<file path="src/rtl/washer_pkg.sv">
`default_nettype none
// ============================================================================
// Module      : washer_pkg
// Description : Shared types, default duties and request decoding for the
//               washer motor drive.
// Revision    : 1.0 - initial release
// ============================================================================
package washer_pkg;

  typedef enum logic [2:0] {
    IDLE    = 3'd0,
    RAMP_UP = 3'd1,
    RUN     = 3'd2,
    RAMP_DN = 3'd3,
    DEAD    = 3'd4,
    BRAKE   = 3'd5
  } motor_state_t;

  typedef enum logic [1:0] {
    MODE_NONE = 2'd0,
    MODE_WASH = 2'd1,
    MODE_SPIN = 2'd2
  } motor_mode_t;

  localparam int c_PWM_BITS_DEF  = 8;
  localparam int c_WASH_DUTY_DEF = 64;
  localparam int c_SPIN_DUTY_DEF = 200;

  // Both requests at once are contradictory and are treated as a stop.
  function automatic motor_mode_t decode_req(input logic wash, input logic spin);
    motor_mode_t mode;
    case ({wash, spin})
      2'b10:   mode = MODE_WASH;
      2'b01:   mode = MODE_SPIN;
      default: mode = MODE_NONE;
    endcase
    return mode;
  endfunction

endpackage
`default_nettype wire

</file>
<file path="src/rtl/washer_pwm_gen.sv">
`default_nettype none
// ============================================================================
// Module      : washer_pwm_gen
// Description : Free-running PWM counter and comparator with a kill input
//               that forces the registered gate enable low.
// Revision    : 1.0 - initial release
// ============================================================================
module washer_pwm_gen #(
  parameter int PWM_BITS = 8
) (
  input  logic                clk,
  input  logic                rstn,
  input  logic [PWM_BITS-1:0] duty,
  input  logic                kill,
  output logic                pwm_out
);

  logic [PWM_BITS-1:0] r_cnt;
  logic                r_pwm_out;

  // Counter wraps naturally at 2**PWM_BITS-1; output is high while cnt < duty.
  always_ff @(posedge clk or negedge rstn) begin
    if (!rstn) begin
      r_cnt     <= '0;
      r_pwm_out <= 1'b0;
    end else begin
      r_cnt     <= r_cnt + PWM_BITS'(1);
      r_pwm_out <= (r_cnt < duty) & ~kill;
    end
  end

  assign pwm_out = r_pwm_out;

endmodule
`default_nettype wire

</file>
<file path="src/rtl/washer_motor_drive.sv">
`default_nettype none
// ============================================================================
// Module      : washer_motor_drive
// Description : Converts wash/spin/fault level commands into a soft-started
//               PWM drive with timed wash reversal and dead-time braking.
// Revision    : 1.0 - initial release
// ============================================================================
module washer_motor_drive
  import washer_pkg::*;
#(
  parameter int PWM_BITS  = c_PWM_BITS_DEF,
  parameter int WASH_DUTY = c_WASH_DUTY_DEF,
  parameter int SPIN_DUTY = c_SPIN_DUTY_DEF,
  parameter int RAMP_DIV  = 2,
  parameter int AGITATE_T = 16,
  parameter int DEADTIME  = 4
) (
  input  logic clk,
  input  logic rstn,
  input  logic motor_wash,
  input  logic motor_spin,
  input  logic fault,
  output logic pwm_out,
  output logic dir_cw,
  output logic brake,
  output logic motor_busy,
  output logic at_speed
);

  // Counter widths; a width of at least 1 keeps degenerate settings legal.
  localparam int PRESC_W = (RAMP_DIV  > 1) ? $clog2(RAMP_DIV)  : 1;
  localparam int AGIT_W  = (AGITATE_T > 1) ? $clog2(AGITATE_T) : 1;
  localparam int DEAD_W  = (DEADTIME  > 1) ? $clog2(DEADTIME)  : 1;

  localparam logic [PRESC_W-1:0]  c_PRESC_LAST = PRESC_W'(RAMP_DIV - 1);
  localparam logic [AGIT_W-1:0]   c_AGIT_LAST  = AGIT_W'(AGITATE_T - 1);
  localparam logic [DEAD_W-1:0]   c_DEAD_LAST  = DEAD_W'(DEADTIME - 1);
  localparam logic [PWM_BITS-1:0] c_WASH_TGT   = PWM_BITS'(WASH_DUTY);
  localparam logic [PWM_BITS-1:0] c_SPIN_TGT   = PWM_BITS'(SPIN_DUTY);

  motor_state_t        r_state,    w_state_nxt;
  motor_mode_t         r_cur_mode, w_cur_mode_nxt;
  motor_mode_t         w_req_mode;
  logic [PWM_BITS-1:0] r_duty,     w_duty_nxt;
  logic [PWM_BITS-1:0] w_tgt;
  logic                r_dir_cw,   w_dir_cw_nxt;
  logic                r_rev_pend, w_rev_pend_nxt;
  logic [PRESC_W-1:0]  r_presc,    w_presc_nxt;
  logic [AGIT_W-1:0]   r_agit,     w_agit_nxt;
  logic [DEAD_W-1:0]   r_dead,     w_dead_nxt;
  logic                w_presc_wrap;

  assign w_req_mode   = decode_req(motor_wash, motor_spin);
  assign w_tgt        = (r_cur_mode == MODE_SPIN) ? c_SPIN_TGT : c_WASH_TGT;
  assign w_presc_wrap = (r_presc == c_PRESC_LAST);

  // State and datapath registers; reset drops straight to idle without a ramp.
  always_ff @(posedge clk or negedge rstn) begin
    if (!rstn) begin
      r_state    <= IDLE;
      r_cur_mode <= MODE_NONE;
      r_duty     <= '0;
      r_dir_cw   <= 1'b1;
      r_rev_pend <= 1'b0;
      r_presc    <= '0;
      r_agit     <= '0;
      r_dead     <= '0;
    end else begin
      r_state    <= w_state_nxt;
      r_cur_mode <= w_cur_mode_nxt;
      r_duty     <= w_duty_nxt;
      r_dir_cw   <= w_dir_cw_nxt;
      r_rev_pend <= w_rev_pend_nxt;
      r_presc    <= w_presc_nxt;
      r_agit     <= w_agit_nxt;
      r_dead     <= w_dead_nxt;
    end
  end

  // Next-state logic: fault preempts everything, otherwise sequence the ramps.
  always_comb begin
    w_state_nxt    = r_state;
    w_cur_mode_nxt = r_cur_mode;
    w_duty_nxt     = r_duty;
    w_dir_cw_nxt   = r_dir_cw;
    w_rev_pend_nxt = r_rev_pend;
    w_presc_nxt    = r_presc;
    w_agit_nxt     = r_agit;
    w_dead_nxt     = r_dead;

    if (fault) begin
      // Only path that may cut a nonzero duty abruptly.
      w_state_nxt    = BRAKE;
      w_duty_nxt     = '0;
      w_rev_pend_nxt = 1'b0;
    end else begin
      case (r_state)
        IDLE: begin
          w_duty_nxt = '0;
          if (w_req_mode != MODE_NONE) begin
            w_state_nxt    = RAMP_UP;
            w_dir_cw_nxt   = 1'b1;
            w_cur_mode_nxt = w_req_mode;
            w_presc_nxt    = '0;
          end
        end

        RAMP_UP: begin
          if (w_req_mode != r_cur_mode) begin
            w_state_nxt = RAMP_DN;
            w_presc_nxt = '0;
          end else if (r_duty == w_tgt) begin
            w_state_nxt = RUN;
            w_agit_nxt  = '0;
          end else if (w_presc_wrap) begin
            w_presc_nxt = '0;
            if (r_duty < w_tgt) begin
              w_duty_nxt = r_duty + PWM_BITS'(1);
            end
          end else begin
            w_presc_nxt = r_presc + PRESC_W'(1);
          end
        end

        RUN: begin
          if (w_req_mode != r_cur_mode) begin
            w_state_nxt    = RAMP_DN;
            w_presc_nxt    = '0;
            w_rev_pend_nxt = 1'b0;
          end else if (r_cur_mode == MODE_WASH) begin
            // Agitation: after AGITATE_T clocks at speed, stop and reverse.
            if (r_agit == c_AGIT_LAST) begin
              w_state_nxt    = RAMP_DN;
              w_presc_nxt    = '0;
              w_rev_pend_nxt = 1'b1;
            end else begin
              w_agit_nxt = r_agit + AGIT_W'(1);
            end
          end
        end

        RAMP_DN: begin
          if (r_duty == '0) begin
            w_state_nxt = DEAD;
            w_dead_nxt  = '0;
          end else if (w_presc_wrap) begin
            w_presc_nxt = '0;
            w_duty_nxt  = r_duty - PWM_BITS'(1);
          end else begin
            w_presc_nxt = r_presc + PRESC_W'(1);
          end
        end

        DEAD: begin
          w_duty_nxt = '0;
          if (r_dead == c_DEAD_LAST) begin
            w_rev_pend_nxt = 1'b0;
            if (r_rev_pend && (w_req_mode == MODE_WASH)) begin
              w_dir_cw_nxt = ~r_dir_cw;
              w_state_nxt  = RAMP_UP;
              w_presc_nxt  = '0;
            end else if (w_req_mode != MODE_NONE) begin
              w_dir_cw_nxt   = 1'b1;
              w_cur_mode_nxt = w_req_mode;
              w_state_nxt    = RAMP_UP;
              w_presc_nxt    = '0;
            end else begin
              w_state_nxt = IDLE;
            end
          end else begin
            w_dead_nxt = r_dead + DEAD_W'(1);
          end
        end

        BRAKE: begin
          // Fault has cleared; serve a full dead time before any restart.
          w_duty_nxt  = '0;
          w_state_nxt = DEAD;
          w_dead_nxt  = '0;
        end

        default: begin
          w_state_nxt = IDLE;
          w_duty_nxt  = '0;
        end
      endcase
    end
  end

  washer_pwm_gen #(
    .PWM_BITS (PWM_BITS)
  ) u_pwm (
    .clk     (clk),
    .rstn    (rstn),
    .duty    (r_duty),
    .kill    (fault),
    .pwm_out (pwm_out)
  );

  // Brake only in zero-duty states, so it can never overlap a PWM pulse.
  assign brake      = (r_state == DEAD) || (r_state == BRAKE);
  assign dir_cw     = r_dir_cw;
  assign motor_busy = (r_state != IDLE);
  assign at_speed   = (r_state == RUN);

endmodule
`default_nettype wire

</file>
<file path="config.mk">
export PLATFORM = sky130hd
export DESIGN_NAME = washer_motor_drive
export DESIGN_NICKNAME = d
export VERILOG_FILES = /design/src/rtl/washer_pkg.sv /design/src/rtl/washer_pwm_gen.sv /design/src/rtl/washer_motor_drive.sv
export SDC_FILE = /design/constraint.sdc
export NUM_CORES = 1
export LEC_CHECK = 0
export BUFFER_PORTS_ARGS = -buffer_cell sky130_fd_sc_hd__buf_2
export CAP_MARGIN = 20
export CORE_ASPECT_RATIO = 2
export CORE_MARGIN = 8
export CORE_UTILIZATION = 35
export CTS_CLUSTER_DIAMETER = 40
export DETAILED_ROUTE_END_ITERATION = 10
export HOLD_SLACK_MARGIN = 0.15
export PLACE_DENSITY = 0.54
export SYNTH_ARGS = -nofsm -noshare
export SYNTH_HDL_FRONTEND = slang
export SYNTH_SLANG_ARGS = --single-unit
</file>
<file path="constraint.sdc">
create_clock -name clk -period 2.7 [get_ports clk]
set_clock_uncertainty 0.1 [all_clocks]
set_input_delay 0.54 -clock clk [delete_from_list [all_inputs] [get_ports clk]]
set_output_delay 0.54 -clock clk [all_outputs]
set_load 0.005 [all_outputs]
</file>
==> reports/results.ini <==
[logic_synthesis]
synth_edf_count=0
netlist_area_um2=2171
yosys_warnings=0
synth-seq-area-share=0.3579
yosys-top-cells-count=30 x dfrtp_1, 27 x nor2_1, 21 x ha_1
synthDistinctLibCells=49
syn_area_per_cell_um2=8.789
syn_inst=247
ys.flop_type=dfrtp_1
synth_top_area_cell=dfrtp_1
yosysMostFrequentCell=dfrtp_1
ys_ff_latch=31
synth_nets=274
ys_async_sr_fraction=1.000
synth_top_area_share=0.3458
synth_area_leaders=dfrtp_1 35%, ha_1 12%, nor2_1 4.7%

[placement]
port_buffers=9
preCtsSetupSlack_ps=-13.73
place.gp.congestion=0.8452
hpwl_um=4468

[clocking]
cts_tree=built
root_buffer=clkbuf_16
htreeDepth=2
numCtsBuffers=5
numClockSinks=31
cts_max_path_buffers=2
insertion_delay_ps=280
cts_hold_buf=0
clkTransAtPathRegs_ps=50

[grt]
first_global_vias=1949
use_met3=0.02429
grt_overflow=0
grt_busiest_layer=met2
antenna_found_initial=0
grt_use_met1=0.1223
use_met2=0.2527
grtUsageTotal=0.1359
grt_first_pass_wirelength_um=9494
grt_max_degree=32

[sta]
finalMaxSlewViolations=0
slew_headroom=0.4994
fin_crit_ps=2567
worst_pin_slew_ps=751.0
min_period_over_period=0.9508
hold_viol=0
setup_ws_ps=132.8
maxClockFrequency_mhz=389.5
setup_violations=0
hold_ws_ps=229.5
rsz0062_at_grt=no

[drt]
num_vias=1872
ant_nets=0
route.detailed.wl_per_inst_um=17.04
drc=0
routed_wl_um=5726
drtPass1Iterations=4
via_per_inst=5.571
first_iter_violations=90

[floorplanning]
ios=10
die_area_um2=9132
die_w_um=71.69
fp.dieH_um=127.4
core_area_um2=6006
initial_core_util=0.3615
rows=40

[layout]
antennaDiodeCount=0
area_growth_pct=20.86
drive_above_1_share=0.1941
nets=299
n_fill_cell=605

[critical_path]
required_ps=2800
worst-r2r-cell-count=8
critPathMaxStageDelay_ps=630
r2r_start=r_cur_mode[0]
worstSetupStartpointType=register
crit_type=register to register
cpMaxStageDelayCell=or4b_2
cp_max_fo=2
reg2reg_to=r_duty[7]
end_kind=register
reg2reg_setup_slack_ps=130
path_common_cell=a31oi_1
cp_data_arrival_time_ps=2670
path_cells=nand2b_4 -> ha_1 -> nand2_1 -> a31oi_1 -> or4b_2 -> o221ai_2 -> or4b_4 -> a31oi_1

[pwr]
power_density_nw_per_um2=560.3
ir_drop_mv=0.3175
leakage_uw=0.001200

[min_path]
hold_class=input pin to asynchronous set/reset pin

[outcome]
run_status=finished clean

[flow_run]
maxCapViolCount=0

[layer usage]
layer / routed length, µm / vias up
met5: 0 / -
met4: 352 / 0
met3: 179 / 23
met2: 3223 / 38
met1: 1970 / 887
li1: - / 924
[flip-flops by register name (all words and copies together), names as in the netlist]
name           count
dir_cw             1
r_agit             4
r_cur_mode         2
r_dead             2
r_duty             8
r_presc            1
r_rev_pend         1
r_state            3
u_pwm.pwm_out      1
u_pwm.r_cnt        8
[worst max-delay path by stage]
stage                              from   endpoint  depth (start not counted)
after detailed placement  r_cur_mode[0]  r_duty[7]                          8
after floorplan              r_state[0]  r_duty[7]                         10
after global routing      r_cur_mode[0]  r_duty[7]                          8
final                     r_cur_mode[0]  r_duty[7]                          8
after CTS                 r_cur_mode[0]  r_duty[7]                          8
after global placement    r_cur_mode[0]  r_duty[7]                          8
[per-stage QoR]
step	instances	TNS [ps]	area [µm²]	utilization	power (µW)
floorplan	247	0	2210	-	699.4
global placement	328	0	2422	0.4033	802.4
detailed placement	328	-13.73	2422	0.4033	806.9
CTS	336	0	2603	0.4333	1487
global route	336	0	2624	0.4369	1539
finish	336	0	2624	0.4369	1470
[where the power goes]
part	switching, µW	total [µW]	internal [µW]	leakage, µW
registers	22.7	525	503	0.000400
logic	165	281	115	0.000714
clock network	206	664	458	0.0000868
[logic make-up (layout without fill, tap and decap cells)]
logic type	after synthesis	after routing	synth area share
flops	31	31	0.3579
xor+xnor	10	10	0.04035
compound gates	53	53	0.1562
mux	8	8	0.03804
buf+inv	24	50	0.04207
simple gates	99	99	0.2352
fa+ha+maj	22	22	0.1303
[layout make-up]
cell class	count	area [µm²]	share of cell area
Tap cell	63	78.83	0.03004
Sequential cell	31	777.0	0.2961
Timing Repair Buffer	25	165.2	0.06295
Inverter	17	63.81	0.02432
Multi-Input combinational cell	192	1365	0.5203
Clock inverter	2	35.03	0.01335
Clock buffer	6	138.9	0.05293
[repair_timing]
action	CTS	global route
setup buffers	0	0
pin swaps	2	3
endpoints found under the setup margin	1	1
resized for setup	1	4
endpoints found under the hold margin	0	0
[worst max-delay path: cells and delay by family, from the launching register on]
| kind | cells | cell delay, ps |
|---|---|---|
| flops | 1 | 370 |
| simple gates | 4 | 1320 |
| compound gates | 3 | 400 |
| fa+ha+maj | 1 | 300 |
[cell usage in the layout, fill, tap and decap left out, types with 3 or more instances in the layout]
cell type	count
or4_1	3
nand3_1	14
buf_2	9
nor3_1	5
clkbuf_16	5
a21oi_1	7
dfrtp_1	30
nand2_1	19
inv_1	16
o21a_1	3
mux2i_1	6
ha_1	19
nor2_1	27
xnor2_1	7
or3_1	3
o21ai_0	16
or2_2	3
a211oi_1	3
buf_4	16
xor2_1	3
a31oi_1	4
nor2b_1	3
nand2b_1	5
Power figures use the tool's default switching activity.
